$ cat src/rtl/gpio_port_pkg.sv
// Shared constants for the GPIO port controller: register word indices
// and the debounce counter width.
package gpio_port_pkg;

  // Debounce counter width; wide enough for DB_CYCLES up to 15.
  localparam int unsigned CNT_W = 4;

  // Register word indices; 6 and 7 are reserved (read 0, writes ignored).
  typedef enum logic [2:0] {
    REG_DATAOUT = 3'd0,
    REG_OUTEN   = 3'd1,
    REG_DATAIN  = 3'd2,
    REG_INTEN   = 3'd3,
    REG_INTPOL  = 3'd4,
    REG_INTSTAT = 3'd5,
    REG_RSVD6   = 3'd6,
    REG_RSVD7   = 3'd7
  } reg_idx_e;

endpackage

$ cat src/rtl/gpio_pin_filter.sv
// Single-pin input conditioning: 2-flop synchronizer followed by a
// debounce filter that accepts a change only after DB_CYCLES consecutive
// cycles of disagreement with the current debounced value.
module gpio_pin_filter
  import gpio_port_pkg::*;
#(
  parameter int unsigned DB_CYCLES = 4
) (
  input  logic i_clk,
  input  logic i_rst,
  input  logic i_pin,
  output logic o_db
);

  localparam logic [CNT_W-1:0] LP_LAST = CNT_W'(DB_CYCLES - 1);

  logic             r_sync1;
  logic             r_sync2;
  logic             r_db;
  logic [CNT_W-1:0] r_cnt;

  // Two-stage synchronizer for the asynchronous pad input.
  always_ff @(posedge i_clk or posedge i_rst) begin
    if (i_rst) begin
      r_sync1 <= 1'b0;
      r_sync2 <= 1'b0;
    end else begin
      r_sync1 <= i_pin;
      r_sync2 <= r_sync1;
    end
  end

  // Debounce: count disagreeing cycles, restart on any agreement.
  always_ff @(posedge i_clk or posedge i_rst) begin
    if (i_rst) begin
      r_cnt <= '0;
      r_db  <= 1'b0;
    end else if (r_sync2 == r_db) begin
      r_cnt <= '0;
    end else if (r_cnt == LP_LAST) begin
      r_db  <= r_sync2;
      r_cnt <= '0;
    end else begin
      r_cnt <= r_cnt + 1'b1;
    end
  end

  assign o_db = r_db;

endmodule

$ cat src/rtl/gpio_port_ctrl.sv
// GPIO port controller: register file, pin edge detection, sticky
// interrupt status with write-1-to-clear, and registered interrupt output.
module gpio_port_ctrl
  import gpio_port_pkg::*;
#(
  parameter int unsigned WIDTH     = 8,
  parameter int unsigned DB_CYCLES = 4
) (
  input  logic             HCLK,
  input  logic             HRESET,
  input  logic [2:0]       ADDR,
  input  logic             WE,
  input  logic             RE,
  input  logic [WIDTH-1:0] WDATA,
  output logic [WIDTH-1:0] RDATA,
  output logic [WIDTH-1:0] POUT,
  output logic [WIDTH-1:0] POUT_EN,
  input  logic [WIDTH-1:0] PIN,
  output logic             IRQ
);

  reg_idx_e         w_addr;
  logic [WIDTH-1:0] w_db;
  logic [WIDTH-1:0] w_rise;
  logic [WIDTH-1:0] w_fall;
  logic [WIDTH-1:0] w_edge;
  logic [WIDTH-1:0] w_w1c;
  logic [WIDTH-1:0] w_rdata;

  logic [WIDTH-1:0] r_dataout;
  logic [WIDTH-1:0] r_outen;
  logic [WIDTH-1:0] r_inten;
  logic [WIDTH-1:0] r_intpol;
  logic [WIDTH-1:0] r_intstat;
  logic [WIDTH-1:0] r_db_prev;
  logic [WIDTH-1:0] r_rdata;
  logic             r_irq;

  assign w_addr = reg_idx_e'(ADDR);

  // Per-pin synchronizer + debounce.
  for (genvar g = 0; g < WIDTH; g++) begin : g_pin
    gpio_pin_filter #(
      .DB_CYCLES(DB_CYCLES)
    ) u_filter (
      .i_clk(HCLK),
      .i_rst(HRESET),
      .i_pin(PIN[g]),
      .o_db (w_db[g])
    );
  end

  // Writable control registers.
  always_ff @(posedge HCLK or posedge HRESET) begin
    if (HRESET) begin
      r_dataout <= '0;
      r_outen   <= '0;
      r_inten   <= '0;
      r_intpol  <= '0;
    end else if (WE) begin
      case (w_addr)
        REG_DATAOUT: r_dataout <= WDATA;
        REG_OUTEN:   r_outen   <= WDATA;
        REG_INTEN:   r_inten   <= WDATA;
        REG_INTPOL:  r_intpol  <= WDATA;
        default:     ;
      endcase
    end
  end

  // Edge detect against the previous debounced value; polarity only
  // selects which transition qualifies, so a polarity write alone
  // cannot create an edge.
  always_ff @(posedge HCLK or posedge HRESET) begin
    if (HRESET) r_db_prev <= '0;
    else        r_db_prev <= w_db;
  end

  assign w_rise = w_db & ~r_db_prev;
  assign w_fall = ~w_db & r_db_prev;
  assign w_edge = (w_rise & ~r_intpol) | (w_fall & r_intpol);
  assign w_w1c  = (WE && (w_addr == REG_INTSTAT)) ? WDATA : '0;

  // Sticky status: clear is applied before set so a same-cycle edge wins.
  always_ff @(posedge HCLK or posedge HRESET) begin
    if (HRESET) r_intstat <= '0;
    else        r_intstat <= (r_intstat & ~w_w1c) | w_edge;
  end

  // Registered interrupt output.
  always_ff @(posedge HCLK or posedge HRESET) begin
    if (HRESET) r_irq <= 1'b0;
    else        r_irq <= |(r_intstat & r_inten);
  end

  // Read mux over current (pre-write) register contents.
  always_comb begin
    w_rdata = '0;
    case (w_addr)
      REG_DATAOUT: w_rdata = r_dataout;
      REG_OUTEN:   w_rdata = r_outen;
      REG_DATAIN:  w_rdata = w_db;
      REG_INTEN:   w_rdata = r_inten;
      REG_INTPOL:  w_rdata = r_intpol;
      REG_INTSTAT: w_rdata = r_intstat;
      default:     w_rdata = '0;
    endcase
  end

  // Read data register, held while RE is low.
  always_ff @(posedge HCLK or posedge HRESET) begin
    if (HRESET)  r_rdata <= '0;
    else if (RE) r_rdata <= w_rdata;
  end

  assign RDATA   = r_rdata;
  assign POUT    = r_dataout;
  assign POUT_EN = r_outen;
  assign IRQ     = r_irq;

endmodule

$ cat config.mk
export PLATFORM = sky130hd
export DESIGN_NAME = gpio_port_ctrl
export DESIGN_NICKNAME = d
export VERILOG_FILES = /design/src/rtl/gpio_port_pkg.sv /design/src/rtl/gpio_pin_filter.sv /design/src/rtl/gpio_port_ctrl.sv
export SDC_FILE = /design/constraint.sdc
export NUM_CORES = 1
export LEC_CHECK = 0
export CAP_MARGIN = 20
export CORE_MARGIN = 2
export CORE_UTILIZATION = 40
export CTS_CLUSTER_DIAMETER = 30
export DETAILED_ROUTE_END_ITERATION = 7
export HOLD_SLACK_MARGIN = 0.08
export PLACE_DENSITY = 0.68
export SKIP_CTS_REPAIR_TIMING = 1
export SYNTH_ARGS = -nofsm -noshare
export SYNTH_HDL_FRONTEND = slang
export SYNTH_SLANG_ARGS = --single-unit
$ cat constraint.sdc
create_clock -name HCLK -period 6.2 [get_ports HCLK]
set_clock_uncertainty 0.1 [all_clocks]
set_input_delay 1.86 -clock HCLK [delete_from_list [all_inputs] [get_ports HCLK]]
set_output_delay 1.86 -clock HCLK [all_outputs]
set_load 0.01 [all_outputs]
# Word level (Yosys, flattened, before mapping)
# Index checks and enable logic that the tools add are counted.
[totals] output_inout_bits=25 register_bits=113 elab_cells=122 ramBits=0 rom_bits=0 latch_bits=0 n_memories=0 in_bits=23
[classes] eq_ne=21 magnitude_cmp=0 addsub=8 n_shift=0 div_mod_pow=0 n_bitwise=20 reduce_logical=15 mux=18 mul=0
[ops] operator="4-bit 2-to-1 mux" n=16
[ops] operator="8-bit bitwise AND" n=6
[ops] operator="8-bit one-hot mux with 6 select lines" n=1
[ops] operator="4-bit by 1-bit adder with 4-bit output, second input constant" n=8
[ops] operator="4-bit by 2-bit equality test with 1-bit output, second input constant" n=8
[ops] operator="8-bit inverter" n=4
[ops] operator="2-bit AND reduction" n=12
[ops] operator="8-bit bitwise OR" n=2
[ops] operator="1-bit equality test" n=8
[ops] operator="8-bit 2-to-1 mux" n=1
[ops] operator="1-bit inverter" n=8
[ops] operator="8-bit OR reduction" n=1
[ops] operator="3-bit by 2-bit equality test with 1-bit output, second input constant" n=2
[ops] operator="3-bit equality test, second input constant" n=2
[ops] operator="3-bit by 1-bit equality test with 1-bit output, second input constant" n=1
[ops] operator="3-bit zero test" n=1
[ops] operator="1-bit logical AND" n=1

# Depth between registers and ports, before layout
[logic_depth] depth_word=6 ltp_mapped=6 mapped_depth_nobuf=4

# Hierarchy
# From an unflattened synthesis, not the netlist that was laid out.
[hier_totals] cells_unflattened=384 area_unflattened_um2=5122.4
[by_module_without_submodules] module="gpio_port_ctrl" seq_area_each_um2=1426.4 cells_per_inst=216 instances=1 area_per_inst_um2=2683.8
[by_module_without_submodules] module="gpio_pin_filter (g_pin[1].u_filter ...)" seq_area_each_um2=175.2 cells_per_inst=21 instances=7 area_per_inst_um2=307.8
[by_module_without_submodules] module="gpio_pin_filter (g_pin[0].u_filter)" seq_area_each_um2=175.2 cells_per_inst=21 instances=1 area_per_inst_um2=284.0

# Worst setup path after synthesis
# Ideal clock, no wire load.
[synth_timing] path_kind="input port to flip-flop" startpoint="input ADDR[2]" endpoint="register r_outen[0] (netlist: POUT_EN[0])" arrival_ns=2.775 path_buffers=2 required_time_ns=5.975 setup_ns=0.125 path_stages=5 slack_ns=3.200 cell_sequence="buf_4 -> nor2_2 -> and3_1 -> buf_4 -> mux2_2"
[synth_between] elab_chain_cells=2
[synth_rtl] element="start, declared" line_no="gpio_port_ctrl.sv:11" source="input logic [2:0] ADDR,"
[synth_rtl] element="3-bit by 1-bit equality test with 1-bit output" line_no="gpio_port_ctrl.sv:61" source="case (w_addr)"
[synth_rtl] element="2-bit AND reduction (no line)"
[synth_rtl] element="end signal, assigned" line_no="gpio_port_ctrl.sv:57" source="r_outen <= '0;"
[synth_rtl] element="end signal, assigned" line_no="gpio_port_ctrl.sv:63" source="REG_OUTEN: r_outen <= WDATA;"
[synth_rtl] element="end, declared" line_no="gpio_port_ctrl.sv:31" source="logic [WIDTH-1:0] r_outen;"
# Every way passes these cells.
# A chain may end at the register's enable or synchronous reset.

# Final worst setup path
[layout_timing] startpoint="input ADDR[1]" endpoint="register r_outen[3] (netlist: POUT_EN[3])"
# Same word-level chain as after synthesis.

==> flow_metrics.py <==
metrics = {
    "die": {
        "start_util_pct": 41.3,
        "die_w_um": 113,
        "core_um2": 11500,
        "pin_count": 48,
        "die_height_um": 113,
        "num_rows": 39,
        "die_area_um2": 12700,
    },
    "timing": {
        "slew_headroom_pct": 37.8,
        "finalCriticalPeriod_ps": 3860,
        "fmaxAchievable_mhz": 259,
        "maxSlewViolCount": 0,
        "finalSetupViolCount": 0,
        "fin_crit_sh_pct": 62.3,
        "rsz0062_at_grt": "false",
        "setup-tns-final_ps": 0,
        "worst_slew_pin_slew_ps": 930,
        "hold_violations": 0,
    },
    "synthesis": {
        "synth.area.top_cells": "dfrtp_1 (60%), mux2_2 (11%), mux2i_1 (3.6%)",
        "ys_top_cells_by_count": "dfrtp_1 (113), mux2_2 (45), nor2_1 (30), nand2_1 (25), mux2i_1 (17)",
        "synth_top_area_share_pct": 59.7,
        "ys_warn_count": 0,
        "ys_seq_area_share_pct": 59.7,
        "syn-num-nets": 397,
        "syn_area_um2": 4740,
        "synth-async-reset-ratio_pct": 100,
        "synth_cell_types": 43,
        "yosysTopAreaCell": "dfrtp_1",
        "ys_ff_latch": 113,
        "avgSynthCellArea_um2": 12.9,
        "synth_cells": 366,
        "post-synth-top-count-cell": "dfrtp_1",
        "ys.flop_type": "dfrtp_1",
        "synth-edff-count": 0,
    },
    "global_routing": {
        "grt_pass1_wl_um": 16100,
        "grt_max_degree": 89,
        "grt_util_met2_pct": 25.2,
        "grt_pass1_vias": 3153,
        "gr-usage-met1_pct": 21.2,
        "antenna_found_initial": 0,
        "grtUsageTotal_pct": 16.2,
        "use_met3_pct": 4.82,
        "grt.busiest_layer": "met2",
        "gr-total-overflow": 0,
    },
    "power": {
        "internal_power_mw": 1.80,
        "swShare_pct": 26.8,
        "seq_power_share_pct": 43.7,
        "comb_power_share_pct": 18.1,
        "clock_power_share_pct": 38.2,
        "p_switching_uw": 659,
        "powerDensity_nw_per_um2": 415,
        "p_total_mw": 2.46,
        "ir_drop_mv": 0.195,
        "leakage_nw": 2.54,
    },
    "place": {
        "io_buffers": 47,
        "place_congestion": 0.829,
        "detailed_place_hpwl_um": 6360,
        "placed_cells": 548,
    },
    "finish": {
        "final_cells": 578,
        "layout-drive-gt1-share_pct": 19.1,
        "fillers": 947,
        "diodes": 0,
        "nets": 456,
        "area_delta_synth_final_pct": 25.3,
    },
    "drt": {
        "ant_nets": 0,
        "drtPass1Iterations": 6,
        "drt-initial-drc-count": 136,
        "routedWlPerCell_um": 16.2,
        "route.detailed.drc": 0,
        "routed_wl_um": 9340,
        "viasPerCell": 5.33,
        "vias": 3080,
    },
    "critical_path": {
        "worstPathMaxFanout": 18,
        "cp_slowest_cell": "clkdlybuf4s50_1",
        "end_kind": "register",
        "arrival_ps": 4040,
        "critPathRequiredTime_ps": 6380,
        "cp_cell_sequence": "clkdlybuf4s50_1 > nor2_2 > and3_1 > mux2_2",
        "criticalPathCategory": "in2reg",
        "reg2regPathDepth": 3,
        "slowest_delay_ps": 880,
        "crit_path_start_kind": "input port",
    },
    "cts": {
        "cts_buffer_depth": 2,
        "clock_latency_ps": 400,
        "cts-root-buf": "clkbuf_16",
        "numCtsBuffers": 17,
        "tritoncts": "yes",
        "cts_num_sinks": 113,
        "htreeDepth": 4,
        "clk_transition_reported_paths_ps": 50,
    },
    "status": {
        "status": "complete, no violations",
    },
    "hold_path": {
        "hold_class": "reg2reg",
        "hold_depth": 0,
    },
    "run": {
        "drv_cap": 0,
    },
}
[worst max-delay path: cells and delay by family]
kind                   cells  cell delay, ps
buffers and inverters      1             880
multiplexers               1             390
AND/OR/NAND/NOR            2             900
[per-stage QoR]
stage	setup WS (ps)	hold WS (ps)	utilization, %	cell area (um^2)
after CTS	2350	247	51.5	5900
after global routing	2200	254	51.7	5930
final	2340	246	51.7	5930
after floorplan	1250	231	-	4740
after detailed placement	1940	235	46.4	5330
after global placement	2050	233	46.4	5330
[cells in the final DEF (no fill, tap or decap), types with 4 or more instances in the layout]
| master | n |
|---|---|
| a21oi_1 | 10 |
| a221o_1 | 6 |
| a22oi_1 | 4 |
| clkbuf_16 | 17 |
| clkbuf_8 | 5 |
| clkdlybuf4s50_1 | 47 |
| dfrtp_1 | 113 |
| ha_1 | 8 |
| mux2_2 | 45 |
| mux2i_1 | 17 |
| nand2_1 | 25 |
| nand2b_1 | 7 |
| nand3_1 | 10 |
| nand3b_1 | 4 |
| nor2_1 | 30 |
| nor2b_1 | 9 |
| nor3_1 | 9 |
| nor3b_1 | 8 |
| o211ai_1 | 4 |
| o21ai_0 | 4 |
| o22a_1 | 4 |
| xnor2_1 | 8 |
| xor2_1 | 8 |
[kinds of logic (layout without fill, tap and decap cells)]
logic type,count (synthesis),count (layout),synth area share [%]
mux,63,63,14.8
fa+ha+maj,8,8,2.11
xor+xnor,16,16,2.96
compound gates,42,42,6.42
simple gates,111,111,12.2
buf+inv,13,82,1.88
flops,113,113,59.7
[area by class of cell]
type | instances | area [um^2] | area share [%]
Clock buffer | 24 | 502 | 8.46
Multi-Input combinational cell | 240 | 1820 | 30.7
Clock inverter | 5 | 77.6 | 1.31
Inverter | 3 | 13.8 | 0.232
Timing Repair Buffer | 50 | 513 | 8.65
Sequential cell | 113 | 2830 | 47.7
Tap cell | 143 | 179 | 3.02
[final timing paths]
kind	startpoint	endpoint	slack, ps
max in group asynchronous	HRESET	g_pin[1].u_filter.r_cnt[3]	3630
worst max register to register	g_pin[2].u_filter.r_cnt[0]	g_pin[2].u_filter.o_db	4710
worst min register to register	g_pin[3].u_filter.r_sync1	g_pin[3].u_filter.r_sync2	250
min in group asynchronous	HRESET	g_pin[3].u_filter.r_sync1	1690
worst min-delay path	g_pin[3].u_filter.r_sync1	g_pin[3].u_filter.r_sync2	250
worst max-delay path	ADDR[1]	POUT_EN[3]	2340
[sequential cells by signal (all words and copies together) (netlist names)]
signal,count
POUT,8
g_pin.u_filter.o_db,8
POUT_EN,8
r_db_prev,8
r_inten,8
g_pin.u_filter.r_sync1,8
r_intstat,8
g_pin.u_filter.r_sync2,8
r_intpol,8
RDATA,8
IRQ,1
g_pin.u_filter.r_cnt,32
[routing by layer]
metal / vias to the layer above / wire [um]
li1: 1433 / -
met2: 61 / 4420
met3: 16 / 484
met1: 1570 / 4280
met4: 0 / 153
met5: - / 0
[power by group through the flow]
stage | combinational [mW] | sequential, mW | clock, mW
6_report | 0.446 | 1.07 | 0.940
5_1_grt | 0.503 | 1.10 | 0.992
4_1_cts | 0.451 | 1.07 | 0.955
3_5_place_dp | 0.449 | 1.08 | 0
3_3_place_gp | 0.435 | 1.08 | 0
2_1_floorplan | 0.293 | 1.05 | 0
No activity file was read; power rests on OpenSTA's default activity.
